<file path="config.mk">
export PLATFORM = sky130hd
export DESIGN_NAME = mem_writer
export DESIGN_NICKNAME = d
export VERILOG_FILES = /design/src/rtl/mem_pkg.sv /design/src/rtl/mem_writer_wr_addr_gen.sv /design/src/rtl/mem_writer.sv
export SDC_FILE = /design/constraint.sdc
export NUM_CORES = 1
export LEC_CHECK = 0
export BUFFER_PORTS_ARGS = -buffer_cell sky130_fd_sc_hd__buf_2
export CORE_UTILIZATION = 23
export CTS_CLUSTER_DIAMETER = 200
export CTS_CLUSTER_SIZE = 20
export DETAILED_ROUTE_END_ITERATION = 8
export HOLD_SLACK_MARGIN = 0.15
export PLACE_DENSITY = 0.48
export SYNTH_ARGS = -nofsm -noshare
export SYNTH_HDL_FRONTEND = slang
export SYNTH_SLANG_ARGS = --single-unit
</file>
<file path="constraint.sdc">
create_clock -name clk -period 4.65 [get_ports clk]
set_clock_uncertainty 0.1 [all_clocks]
set_input_delay 0.465 -clock clk [delete_from_list [all_inputs] [get_ports clk]]
set_output_delay 0.465 -clock clk [all_outputs]
set_load 0.02 [all_outputs]
</file>
<file path="src/rtl/mem_pkg.sv">
// Shared types and defaults for the streaming memory writer.
// Holds the FSM state encoding and the default final address of a load pass.
package mem_pkg;

    typedef enum logic [1:0] {
        ST_IDLE = 2'd0,
        ST_LOAD = 2'd1,
        ST_DONE = 2'd2
    } state_t;

    localparam int unsigned LAST_ADDR_DEF = 35000;

endpackage

</file>
<file path="src/rtl/mem_writer_wr_addr_gen.sv">
// Write pointer for mem_writer: clear, increment and last-address compare.
// The pointer saturates at LAST_ADDR so a pass never wraps.
module wr_addr_gen
    import mem_pkg::*;
#(
    parameter int unsigned ADDR_W    = 16,
    parameter int unsigned LAST_ADDR = LAST_ADDR_DEF
) (
    input  logic              clk,
    input  logic              reset,
    input  logic              clr,
    input  logic              inc,
    output logic [ADDR_W-1:0] ptr,
    output logic              at_last
);

    localparam logic [ADDR_W-1:0] LAST_A  = ADDR_W'(LAST_ADDR);
    localparam logic [ADDR_W-1:0] PTR_ONE = ADDR_W'(1);

    logic [ADDR_W-1:0] ptr_r;

    // Pointer register; clear wins over increment, increment stops at the last address.
    always_ff @(posedge clk or negedge reset) begin
        if (!reset) begin
            ptr_r <= '0;
        end else if (clr) begin
            ptr_r <= '0;
        end else if (inc && (ptr_r != LAST_A)) begin
            ptr_r <= ptr_r + PTR_ONE;
        end else begin
            ptr_r <= ptr_r;
        end
    end

    assign ptr     = ptr_r;
    assign at_last = (ptr_r == LAST_A);

endmodule

</file>
<file path="src/rtl/mem_writer.sv">
// Streams words from a valid/ready input into consecutive memory addresses
// 0..LAST_ADDR, one registered write strobe per accepted word.
module mem_writer
    import mem_pkg::*;
#(
    parameter int unsigned DATA_W    = 8,
    parameter int unsigned ADDR_W    = 16,
    parameter int unsigned LAST_ADDR = LAST_ADDR_DEF
) (
    input  logic              clk,
    input  logic              reset,
    input  logic              start,
    input  logic              abort,
    input  logic [DATA_W-1:0] in_data,
    input  logic              in_valid,
    output logic              in_ready,
    output logic [ADDR_W-1:0] mem_addr,
    output logic [DATA_W-1:0] mem_wdata,
    output logic              mem_we,
    output logic              done,
    output logic              overrun
);

    state_t            state_r;
    state_t            next_state_s;

    logic              in_ready_r;
    logic [ADDR_W-1:0] mem_addr_r;
    logic [DATA_W-1:0] mem_wdata_r;
    logic              mem_we_r;
    logic              done_r;
    logic              overrun_r;

    logic              ready_nxt_s;
    logic [ADDR_W-1:0] addr_nxt_s;
    logic [DATA_W-1:0] wdata_nxt_s;
    logic              we_nxt_s;
    logic              done_nxt_s;
    logic              overrun_nxt_s;

    logic              accept_s;
    logic              clr_s;
    logic [ADDR_W-1:0] ptr_s;
    logic              at_last_s;

    // abort suppresses the handshake so a word offered alongside it is dropped
    assign accept_s = in_valid && in_ready_r && !abort;
    assign clr_s    = start && !abort && (state_r != ST_LOAD);

    wr_addr_gen #(
        .ADDR_W    (ADDR_W),
        .LAST_ADDR (LAST_ADDR)
    ) u_wr_addr_gen (
        .clk     (clk),
        .reset   (reset),
        .clr     (clr_s),
        .inc     (accept_s),
        .ptr     (ptr_s),
        .at_last (at_last_s)
    );

    // FSM state register.
    always_ff @(posedge clk or negedge reset) begin
        if (!reset) begin
            state_r <= ST_IDLE;
        end else begin
            state_r <= next_state_s;
        end
    end

    // Next-state logic; abort overrides everything.
    always_comb begin
        next_state_s = state_r;
        if (abort) begin
            next_state_s = ST_IDLE;
        end else begin
            case (state_r)
                ST_IDLE: begin
                    if (start) next_state_s = ST_LOAD;
                    else       next_state_s = ST_IDLE;
                end
                ST_LOAD: begin
                    if (accept_s && at_last_s) next_state_s = ST_DONE;
                    else                       next_state_s = ST_LOAD;
                end
                ST_DONE: begin
                    if (start) next_state_s = ST_LOAD;
                    else       next_state_s = ST_DONE;
                end
                default: next_state_s = ST_IDLE;
            endcase
        end
    end

    // Output logic: next values for the registered outputs.
    always_comb begin
        ready_nxt_s   = 1'b0;
        addr_nxt_s    = mem_addr_r;
        wdata_nxt_s   = mem_wdata_r;
        we_nxt_s      = 1'b0;
        done_nxt_s    = 1'b0;
        overrun_nxt_s = overrun_r;

        if (next_state_s == ST_LOAD) ready_nxt_s = 1'b1;
        else                         ready_nxt_s = 1'b0;

        if (next_state_s == ST_DONE) done_nxt_s = 1'b1;
        else                         done_nxt_s = 1'b0;

        if (accept_s) begin
            we_nxt_s    = 1'b1;
            addr_nxt_s  = ptr_s;
            wdata_nxt_s = in_data;
        end else begin
            we_nxt_s    = 1'b0;
        end

        if (abort) begin
            overrun_nxt_s = 1'b0;
        end else if (start && (state_r != ST_LOAD)) begin
            overrun_nxt_s = 1'b0;
        end else if ((state_r == ST_DONE) && in_valid) begin
            overrun_nxt_s = 1'b1;
        end else begin
            overrun_nxt_s = overrun_r;
        end
    end

    // Output registers.
    always_ff @(posedge clk or negedge reset) begin
        if (!reset) begin
            in_ready_r  <= 1'b0;
            mem_addr_r  <= '0;
            mem_wdata_r <= '0;
            mem_we_r    <= 1'b0;
            done_r      <= 1'b0;
            overrun_r   <= 1'b0;
        end else begin
            in_ready_r  <= ready_nxt_s;
            mem_addr_r  <= addr_nxt_s;
            mem_wdata_r <= wdata_nxt_s;
            mem_we_r    <= we_nxt_s;
            done_r      <= done_nxt_s;
            overrun_r   <= overrun_nxt_s;
        end
    end

    assign in_ready  = in_ready_r;
    assign mem_addr  = mem_addr_r;
    assign mem_wdata = mem_wdata_r;
    assign mem_we    = mem_we_r;
    assign done      = done_r;
    assign overrun   = overrun_r;

endmodule

</file>
# Yosys cells after proc, flatten, opt, wreduce, memory -nomap -nowiden
# Index checks and enable logic that the tools add are counted.
# totals
reg_bits	46
out_inout_bits	28
# op_classes
n_eq_ne	7
reduce_logical	12
muxes	13
add_sub_neg	1
# ops
cell	count
16-bit two-way mux	2
16-bit by 1-bit adder with 16-bit output (second input constant)	1
16-bit == test (second input constant)	1
16-bit != test (second input constant)	1
1-bit logical AND	8
1-bit two-way mux	7
2-bit two-way mux	3
2-bit case mux with 3 select lines	1
2-bit by 1-bit == test with 1-bit output (second input constant)	2
2-bit == test (second input constant)	2
3-bit nonzero test	1
2-bit logical NOT	1
2-bit by 1-bit != test with 1-bit output (second input constant)	1
2-bit nonzero test	1
1-bit logical NOT	1

# Logic depth before layout (Yosys ltp)
# Gate-level depths: netlist (run 1).
# depth
depth_word	8
mapped_depth	7
ltp_nobuf	6

# Modules after synthesis
# A second synthesis (run 1) with hierarchy kept.
# unflattened
hier_cells	165
area_unflattened_um2	2117.0
# modules_own_cells
module	cells_each	seq_area_each_um2	n_inst	area_per_inst_um2
mem_writer	75	750.7	1	1227.4
wr_addr_gen	90	400.4	1	889.6

# Worst setup path after synthesis (run 1)
# No wires, ideal clock.
# synth_path
path_kind	register -> register
startpoint	register u_wr_addr_gen.ptr_r[0], in the netlist u_wr_addr_gen.ptr[0]
endpoint	register in_ready_r, in the netlist in_ready
slack_ps	2770
stages_incl_launch_ff	8
period_less_slack_ps	1880
arrival_ps	1659
required_time_ps	4429
setup_time_ps	121
path_cell_list	dfrtp_1 > inv_1 > ha_1 > nor4bb_1 > and4_1 > clkbuf_1 > nand2_1 > a22o_1
# synth_via
elab_chain_len	7
# synth_lines
item	line	rtl
start, declared	mem_writer_wr_addr_gen.sv:20	logic [ADDR_W-1:0] ptr_r;
start signal, assigned	mem_writer_wr_addr_gen.sv:29	ptr_r <= ptr_r + PTR_ONE;
start signal, assigned	mem_writer_wr_addr_gen.sv:31	ptr_r <= ptr_r;
16-bit == test	mem_writer_wr_addr_gen.sv:36	assign at_last = (ptr_r == LAST_A);
1-bit logical AND	mem_writer.sv:83	if (accept_s && at_last_s) next_state_s = ST_DONE;
2-bit two-way mux	mem_writer.sv:83	
2-bit case mux with 3 select lines	mem_writer.sv:77	case (state_r)
2-bit two-way mux	mem_writer.sv:74	if (abort) begin
2-bit by 1-bit == test with 1-bit output	mem_writer.sv:104	if (next_state_s == ST_LOAD) ready_nxt_s = 1'b1;
1-bit two-way mux	mem_writer.sv:104	
named net ready_nxt_s	mem_writer.sv:34	logic ready_nxt_s;
end signal, assigned	mem_writer.sv:139	in_ready_r <= ready_nxt_s;
end, declared	mem_writer.sv:27	logic in_ready_r;
# The timed path passes the listed nets, and every way through them passes these cells.
# A chain may end at the register's enable or synchronous reset.

# Final worst setup path (run 1)
# layout_path
startpoint	register in_ready_r, in the netlist in_ready
endpoint	register u_wr_addr_gen.ptr_r[5], in the netlist u_wr_addr_gen.ptr[5]
# layout_via
elab_chain_len	4
# layout_lines
item	line	rtl
1-bit logical AND (2 in series)	mem_writer.sv:47	assign accept_s = in_valid && in_ready_r && !abort;
1-bit logical AND	mem_writer_wr_addr_gen.sv:28	end else if (inc && (ptr_r != LAST_A)) begin
2-bit nonzero test (no line)	n/a	
# No other way between the ends.

==> run summary, run 1 <==
vias in the first global route = 1606
Max Clk Rate = 426.9 MHz
# rows = 33
DRC violations left = 0
Crit path required time = 4.71 ns
final hold vios = 0
Post-CTS Setup Bufs = 0
CP max stage cell = clkinv_1
vias per std cell = 4.418
Bufs on Longest Clock Path = 2
fin crit share = 0.5038
GRT Overall Usage = 0.1132
clock power share = 0.313
most common cell after layout, fill and taps aside = nand2_1
P_sw = 0.2269 mW
routability cong. = 0.7282
yosys warns = 0
Netlist cell types = 35
Max-Cap Viols = 0
Die H = 96.02 um
crit path cell chain = nand3b_4, clkinv_1, nand4_1, xor2_1, nor2_1
initial antenna violation count = 0
maximum VDD drop = 0.09706 mV
R2R setup slack = 2.31 ns
Seq pwr share = 0.546
Comb power frac = 0.141
CTS Sinks = 46
share of synthesized area occupied by flip-flops and latches = 0.5662
Pre-antenna DRT Iters = 4
IO Port Bufs = 40
Area growth syn-to-layout = 19.51%
Critical Path Sink Type = register
Period minus WS final = 2.343 ns
ANT nets after route = 0
placed insts = 353
Bufs and invs on worst path = 1
Initial Utilization = 0.2426
clk root buf = clkbuf_8
TritonCTS buffer count = 5
Net count, final = 270
P_int = 0.5831 mW
CP arrival = 2.41 ns
Slew headroom = 0.3048
final WL = 4.619 mm
first-pass GRT wire length = 7.852 mm
Sw Ratio = 0.2801
area of the mapped netlist = 0.002033 sq mm
Worst Setup Start Kind = register
Worst-Skew Late Latency = 0.30 ns
hold-fix buffers at CTS = 0
ANT cells = 0
CTS tree = done
family with the most delay on the worst path = simple AND/OR/NAND/NOR gates
Via Count = 1595
synthesized area per cell = 9.457 sq um
final slew viol count = 0
Final Non-Filler Cells = 361
Util after Layout = 0.2899
worst min path class = in -> async
Slew @ Worst Pin = 1.043 ns
die width = 96.02 um
DP Wirelength = 3.090 mm
Worst-path clk slew = 0.09 ns
cts repair resizes = 0
outcome = finished, final reports clean
most frequent cells in the layout = nand2_1 (78), dfrtp_1 (46), buf_2 (40)
setup violators final = 0
core area = 0.008382 sq mm
Crit path largest cell delay = 0.73 ns
drt initial violations = 103
grt total ovfl = 0
CP max FO = 35
I/O pins = 41
Layout fillers = 910
per-cell routed wire length = 12.80 um
Mapped Nets = 230
Leak Pwr = 1.258 nW
die area = 0.009220 sq mm
CP Class = reg -> reg
share of layout cells above drive strength 1 = 0.2148
P per Cell Area = 333.3 mW/mm^2
Post-Syn Instances = 215
RSZ-0062 raised after global routing = false
largest net degree at the start of global routing = 47
H-tree depth = 2
#FFs+latches synth = 46
setup TNS = 0 ns
## layer usage
layer,GRT usage,routed length (um),up-vias
met5,0,0,-
met4,0.04104,68,0
met3,0.03318,234,8
met2,0.1732,1969,36
met1,0.1507,2347,741
li1,-,-,810
## logic make-up (layout without fill, tap and decap cells)
logic type,after synthesis,count (layout),share of synthesized area
AO/OA/AOI/OAI,28,28,0.08370
XOR/XNOR,4,4,0.01723
adder cells (fa/ha/maj),2,2,0.01231
buffers and inverters,14,55,0.02585
flip-flops,46,46,0.5662
AND/OR/NAND/NOR,121,121,0.2948
## state kept, by name (all words and copies together), names as in the netlist
name	count
mem_wdata	8
state_r	2
done	1
u_wr_addr_gen.ptr	16
mem_addr	16
overrun	1
mem_we	1
in_ready	1
## power by group through the flow
stage	registers, mW	logic [mW]	clock network, mW
after CTS	0.443	0.118	0.265
after floorplan	0.479	0.0381	0
after detailed placement	0.450	0.117	0
final	0.442	0.114	0.254
after global placement	0.450	0.116	0
after global routing	0.448	0.131	0.277
## area by class of cell
type	count	area, sq um	share of cell area
tap	105	131.4	0.05407
timing repair buffer	40	200.2	0.08239
clock buffer	7	86.33	0.03553
sequential	46	1151	0.4737
clock inverter	1	5.005	0.002060
multi-input combinational	155	829.5	0.3414
inverter	7	26.28	0.01081
## per-stage QoR
| stage | worst slack [ns] | hold WS [ns] | area [sq um] | power [mW] |
|---|---|---|---|---|
| floorplan | 2.770 | 0.06941 | 2033 | 0.5175 |
| global placement | 2.100 | 0.3536 | 2338 | 0.5657 |
| detailed placement | 2.016 | 0.3578 | 2338 | 0.5678 |
| CTS | 2.215 | 0.2368 | 2430 | 0.8248 |
| global route | 2.003 | 0.2358 | 2430 | 0.8547 |
| finish | 2.307 | 0.2421 | 2430 | 0.8100 |
## Yosys cell counts, drive strengths merged
cell type  instances  area (sq um)
nand4b             1         8.760
nand2             78         292.8
inv                6         22.52
and4               1         8.760
clkbuf             7         26.28
dfrtp             46          1151
xnor2              1         8.760
o31ai              1         7.510
o211ai             6         45.04
nor4bb             1         10.01
or2                1         6.260
or4                7         56.30
nand3b             1         20.02
a22o               2         17.52
nand4              4         25.02
nor2b              1         6.260
clkinv             1         3.750
and2               1         6.260
a31oi              1         6.260
nor4b              2         17.52
xor2               3         26.28
nand3              4         25.02
a2bb2oi            1         8.760
o21ai             11         55.05
nor2               7         26.28
nand2b             1         6.260
or3                7         45.05
a21oi              6         30.03
and3               2         15.01
or4b               2         23.77
ha                 2         25.02
## final timing paths
kind	to	from	depth (start not counted)
max	u_wr_addr_gen.ptr[5]	in_ready	5
min	mem_wdata[7]	reset	1
max reg2reg	u_wr_addr_gen.ptr[5]	in_ready	5
min reg2reg	mem_wdata[1]	mem_wdata[1]	2
max in group asynchronous	mem_addr[5]	reset	1
min in group clk	mem_wdata[1]	in_data[1]	3
Power figures use the tool's default switching activity.
==> run 2, diff against run 1 <==
--- a/config.mk
+++ b/config.mk
@@ -11,7 +11,7 @@
 export CTS_CLUSTER_SIZE = 20
 export DETAILED_ROUTE_END_ITERATION = 8
 export HOLD_SLACK_MARGIN = 0.15
-export PLACE_DENSITY = 0.48
+export PLACE_DENSITY = 0.49
 export SYNTH_ARGS = -nofsm -noshare
 export SYNTH_HDL_FRONTEND = slang
 export SYNTH_SLANG_ARGS = --single-unit
==> constraint.sdc (replaced) <==
create_clock -name clk -period 2.1 [get_ports clk]
set_clock_uncertainty 0.1 [all_clocks]
set_input_delay 0.21 -clock clk [delete_from_list [all_inputs] [get_ports clk]]
set_output_delay 0.21 -clock clk [all_outputs]
set_load 0.02 [all_outputs]
==> run 2 against run 1 <==
Register-to-register slack got worse by 2.2 ns. Critical path type unchanged. Maximum frequency rose by 18%. Hold slack gained 0.054 ns. Critical path depth is 1 lower. Non-clock buffer count grew 19. Count of clock-buffer cells in the layout shrank 1. Wire length up 5.4%.
==> run summary, run 2 (synthesized netlist as in run 1, its figures left out) <==
Slew headroom = 0.5953
worst min path class = in -> reg
core area = 0.008382 sq mm
Worst-Skew Late Latency = 0.30 ns
drt initial violations = 76
per-cell routed wire length = 12.81 um
first-pass GRT wire length = 8.038 mm
TritonCTS buffer count = 5
die area = 0.009220 sq mm
grt total ovfl = 0
Pwr Total = 2.072 mW
Worst-path clk slew = 0.09 ns
Util after Layout = 0.3184
final slew viol count = 0
die width = 96.02 um
Initial Utilization = 0.2426
Design Area, Final = 0.002669 sq mm
CP Class = reg -> reg
setup TNS = 0 ns
RSZ-0062 raised after global routing = false
initial antenna violation count = 0
Die H = 96.02 um
Crit path required time = 2.23 ns
Crit path largest cell delay = 0.52 ns
# rows = 33
CTS Sinks = 46
family with the most delay on the worst path = simple AND/OR/NAND/NOR gates
most frequent cells in the layout = nand2_1 (78), dfrtp_1 (46), buf_2 (39)
vias per std cell = 4.450
vias in the first global route = 1585
Via Count = 1691
I/O pins = 41
DP Wirelength = 3.208 mm
placed instance area = 0.002384 sq mm
Max-Cap Viols = 0
final WL = 4.868 mm
largest net degree at the start of global routing = 47
routability cong. = 0.7498
DRC violations left = 0
CTS tree = done
Area growth syn-to-layout = 31.26%
maximum VDD drop = 0.2647 mV
Period minus WS final = 1.980 ns
Worst Setup Start Kind = register
clk root buf = clkbuf_8
Pre-antenna DRT Iters = 4
P per Cell Area = 776.4 mW/mm^2
CP max stage cell = or4b_4
ANT nets after route = 0
CP arrival = 2.11 ns
crit path cell chain = and3_2, or4b_4, or3_4, a21oi_2
H-tree depth = 2
outcome = finished, final reports clean
share of layout cells above drive strength 1 = 0.2400
most common cell after layout, fill and taps aside = nand2_1
Slew @ Worst Pin = 0.6071 ns
CP max FO = 7
Bufs and invs on worst path = 0
ANT cells = 0
Max Clk Rate = 505.0 MHz
IO Port Bufs = 40
fin crit share = 0.9430
setup violators final = 0
GRT Overall Usage = 0.1151
Leak Pwr = 1.379 nW
Net count, final = 289
Critical Path Sink Type = register
Bufs on Longest Clock Path = 2
final hold vios = 0
-- run 2: changes by cell type in the layout (fill, tap and decap cells not counted), sizes merged --
cell,before,now
bufinv,0,2
buf,40,47
clkinv,2,1
clkbuf,7,6
dlymetal6s4s,0,1
dlygate4sd3,0,11
-- run 2: metal layers --
| layer | share of wire | global-route usage | vias to the layer above |
|---|---|---|---|
| met4 | 0.010 | 0.02985 | 0 |
| met3 | 0.042 | 0.03476 | 5 |
| met1 | 0.50 | 0.1524 | 798 |
| li1 | - | - | 853 |
| met5 | 0 | 0 | - |
| met2 | 0.44 | 0.1820 | 35 |
-- run 2: metrics by stage --
| stage | hold slack, ns | worst slack [ns] | std cells |
|---|---|---|---|
| after global routing | 0.3070 | 0.04622 | 380 |
| after CTS | 0.2191 | 0.01035 | 379 |
| after floorplan | -0.1856 | 0.2204 | 215 |
| after detailed placement | 0.2566 | 0.1622 | 359 |
| final | 0.2960 | 0.1197 | 380 |
| after global placement | 0.2494 | 0.1497 | 359 |
-- run 2: area by class of cell --
cell class	count	area, sq um
repair buffers	59	377.9
clock buffers	6	82.58
well taps	105	131.4
fillers	883	5713
inverters	7	26.28
multi-input cells	155	839.6
clock inverters	2	60.06
flip-flops and latches	46	1151
-- run 2: worst paths after layout --
path                                       from               endpoint  slack [ns]  cells after the start
max                        u_wr_addr_gen.ptr[2]  u_wr_addr_gen.ptr[15]        0.12                      4
min                                    in_valid            mem_addr[9]        0.30                      4
max reg2reg                u_wr_addr_gen.ptr[2]  u_wr_addr_gen.ptr[15]        0.12                      4
min reg2reg                        mem_wdata[1]           mem_wdata[1]        0.37                      2
max in group asynchronous                 reset  u_wr_addr_gen.ptr[11]        1.05                      3
min in group asynchronous                 reset           mem_wdata[7]        0.42                      3
-- run 2: worst reg2reg max path, delay by kind of cell, from the launching register on --
kind	cells	cell delay, ns
simple gates	3	1.20
compound gates	1	0.13
flops	1	0.48
-- run 2: where the power goes --
group | internal, mW | switching (mW) | leakage [nW]
registers | 0.945 | 0.0339 | 0.627
clock network | 0.508 | 0.310 | 0.0714
logic | 0.0981 | 0.178 | 0.681
-- run 2: what timing repair did --
action	in CTS	in global routing
hold buffers	12	0
resized for setup	0	4
hold endpoints to repair	57	0
setup endpoints to repair	0	4
buffers inserted	0	2
==> run 3, diff against run 2 <==
--- a/config.mk
+++ b/config.mk
@@ -11,7 +11,7 @@
 export CTS_CLUSTER_SIZE = 20
 export DETAILED_ROUTE_END_ITERATION = 8
 export HOLD_SLACK_MARGIN = 0.15
-export PLACE_DENSITY = 0.49
+export PLACE_DENSITY = 0.48
 export SYNTH_ARGS = -nofsm -noshare
 export SYNTH_HDL_FRONTEND = slang
 export SYNTH_SLANG_ARGS = --single-unit
==> constraint.sdc (replaced) <==
create_clock -name clk -period 2.3 [get_ports clk]
set_clock_uncertainty 0.1 [all_clocks]
set_input_delay 0.23 -clock clk [delete_from_list [all_inputs] [get_ports clk]]
set_output_delay 0.23 -clock clk [all_outputs]
set_load 0.02 [all_outputs]
==> run 3 against run 2 <==
Combinational power is 9.1% lower. Via count shrank 0.95%. Sequential share of layout area up 1.3 points. Critical endpoint unchanged. Register-to-register slack improved by 0.14 ns. First-iteration DRC count fell by 33%. Hold slack worse by 0.12 ns.
==> run summary, run 3 (synthesized netlist as in run 1, its figures left out) <==
Crit Reg-Reg Startpoint = u_wr_addr_gen.ptr[1]
die area = 0.009220 sq mm
final WL = 4.590 mm
Crit path required time = 2.42 ns
vias in the first global route = 1496
CP max FO = 6
Max-Cap Viols = 0
Post-CTS Setup Bufs = 0
Final Non-Filler Cells = 377
Period minus WS final = 2.103 ns
drt initial violations = 51
final hold vios = 0
ANT cells = 0
P per Cell Area = 655.4 mW/mm^2
Worst Setup Start Kind = input pin
share of layout cells above drive strength 1 = 0.2279
vias per std cell = 4.443
worst min path class = in -> reg
R2R setup slack = 0.26 ns
CTS tree = done
Worst-Skew Late Latency = 0.30 ns
setup violators final = 0
CP max stage cell = or4b_4
ANT nets after route = 0
CTS Sinks = 46
I/O pins = 41
largest net degree at the start of global routing = 23
Initial Utilization = 0.2426
outcome = finished, final reports clean
Max Clk Rate = 475.4 MHz
Leak Pwr = 1.334 nW
beginning of the worst hold path = start
final slew viol count = 0
R2R depth = 6
die width = 96.02 um
fin crit share = 0.9145
R2R Path End = in_ready
DRC violations left = 0
maximum VDD drop = 0.2248 mV
most common cell after layout, fill and taps aside = nand2_1
Critical Path Sink Type = register
Crit path largest cell delay = 0.57 ns
Via Count = 1675
Bufs on Longest Clock Path = 2
RSZ-0062 raised after global routing = false
Die H = 96.02 um
Net count, final = 286
routability cong. = 0.7683
crit path cell chain = dlygate4sd3_1, buf_2, nand4b_1, or4b_4, or3_1, a21oi_1
DP Wirelength = 3.281 mm
CP Class = in -> reg
GRT Overall Usage = 0.1068
core area = 0.008382 sq mm
Slew headroom = 0.6716
H-tree depth = 2
# rows = 33
grt total ovfl = 0
setup TNS = 0 ns
TritonCTS buffer count = 5
initial antenna violation count = 0
most frequent cells in the layout = nand2_1 (78), dfrtp_1 (46), buf_2 (40)
Slew @ Worst Pin = 0.4926 ns
per-cell routed wire length = 12.18 um
IO Port Bufs = 40
Area growth syn-to-layout = 27.32%
clk root buf = clkbuf_8
Hold Path Depth = 3
CP arrival = 2.23 ns
Pre-antenna DRT Iters = 4
Worst-path clk slew = 0.09 ns
first-pass GRT wire length = 7.479 mm
Endpoint, Worst Hold = overrun
placed insts = 359
Layout fillers = 896
## run 3: cell types whose count changed in the layout (fill, tap and decap cells not counted), sizes merged
cell          before  now
clkbuf             6    7
clkinv             1    2
bufinv             2    0
buf               47   46
dlymetal6s4s       1    0
dlygate4sd3       11   10
## run 3: worst max path at each step
stage | start | endpoint | slack (ns) | depth (start not counted)
after floorplan | u_wr_addr_gen.ptr[0] | in_ready | 0.42 | 7
after global placement | u_wr_addr_gen.ptr[0] | in_ready | 0.34 | 6
after detailed placement | u_wr_addr_gen.ptr[1] | state_r[0] | 0.26 | 6
after CTS | abort | u_wr_addr_gen.ptr[15] | 0.18 | 6
after global routing | abort | u_wr_addr_gen.ptr[7] | 0.08 | 8
final | abort | u_wr_addr_gen.ptr[15] | 0.20 | 6
## run 3: through the flow
stage	hold WS, ns	total power, mW	area (sq um)	utilization	setup WS, ns
5_1_grt	0.1863	1.794	2589	0.3089	0.07944
3_5_place_dp	0.01185	1.155	2384	0.2844	0.2612
2_1_floorplan	-0.1656	1.046	2033	-	0.4204
3_3_place_gp	0.01668	1.155	2384	0.2844	0.3382
4_1_cts	0.1571	1.729	2589	0.3089	0.1764
6_report	0.1735	1.697	2589	0.3089	0.1967
## run 3: timing repair
action                                  in CTS  in global routing
hold buffers                                10                  0
gates resized for setup                      0                  0
hold endpoints to repair                    55                  0
endpoints found under the setup margin       0                  0
## run 3: where the power goes
part | switching, mW | internal [mW]
clock network | 0.277 | 0.276
logic | 0.160 | 0.0905
registers | 0.0305 | 0.863
total | 0.468 | 1.23
## run 3: layer usage
| layer | GRT usage | part of all wire | wire length (um) | vias to the layer above |
|---|---|---|---|---|
| li1 | - | - | - | 841 |
| met1 | 0.1464 | 0.52 | 2388 | 789 |
| met2 | 0.1578 | 0.41 | 1893 | 40 |
| met3 | 0.03318 | 0.057 | 261 | 5 |
| met4 | 0.03731 | 0.010 | 46 | 0 |
| met5 | 0 | 0 | 0 | - |
## run 3: cell type report
cell class | instances | area, sq um | area share
flip-flops and latches | 46 | 1151 | 0.4447
multi-input cells | 155 | 829.5 | 0.3204
repair buffers | 56 | 345.3 | 0.1334
well taps | 105 | 131.4 | 0.05075
clock buffers | 7 | 96.34 | 0.03722
inverters | 7 | 26.28 | 0.01015
clock inverters | 1 | 8.758 | 0.003383
## run 3: worst max-delay path, delay by kind of cell
| family | cells | cell delay, ns |
|---|---|---|
| compound gates | 1 | 0.14 |
| simple gates | 3 | 1.18 |
| buf+inv | 2 | 0.67 |
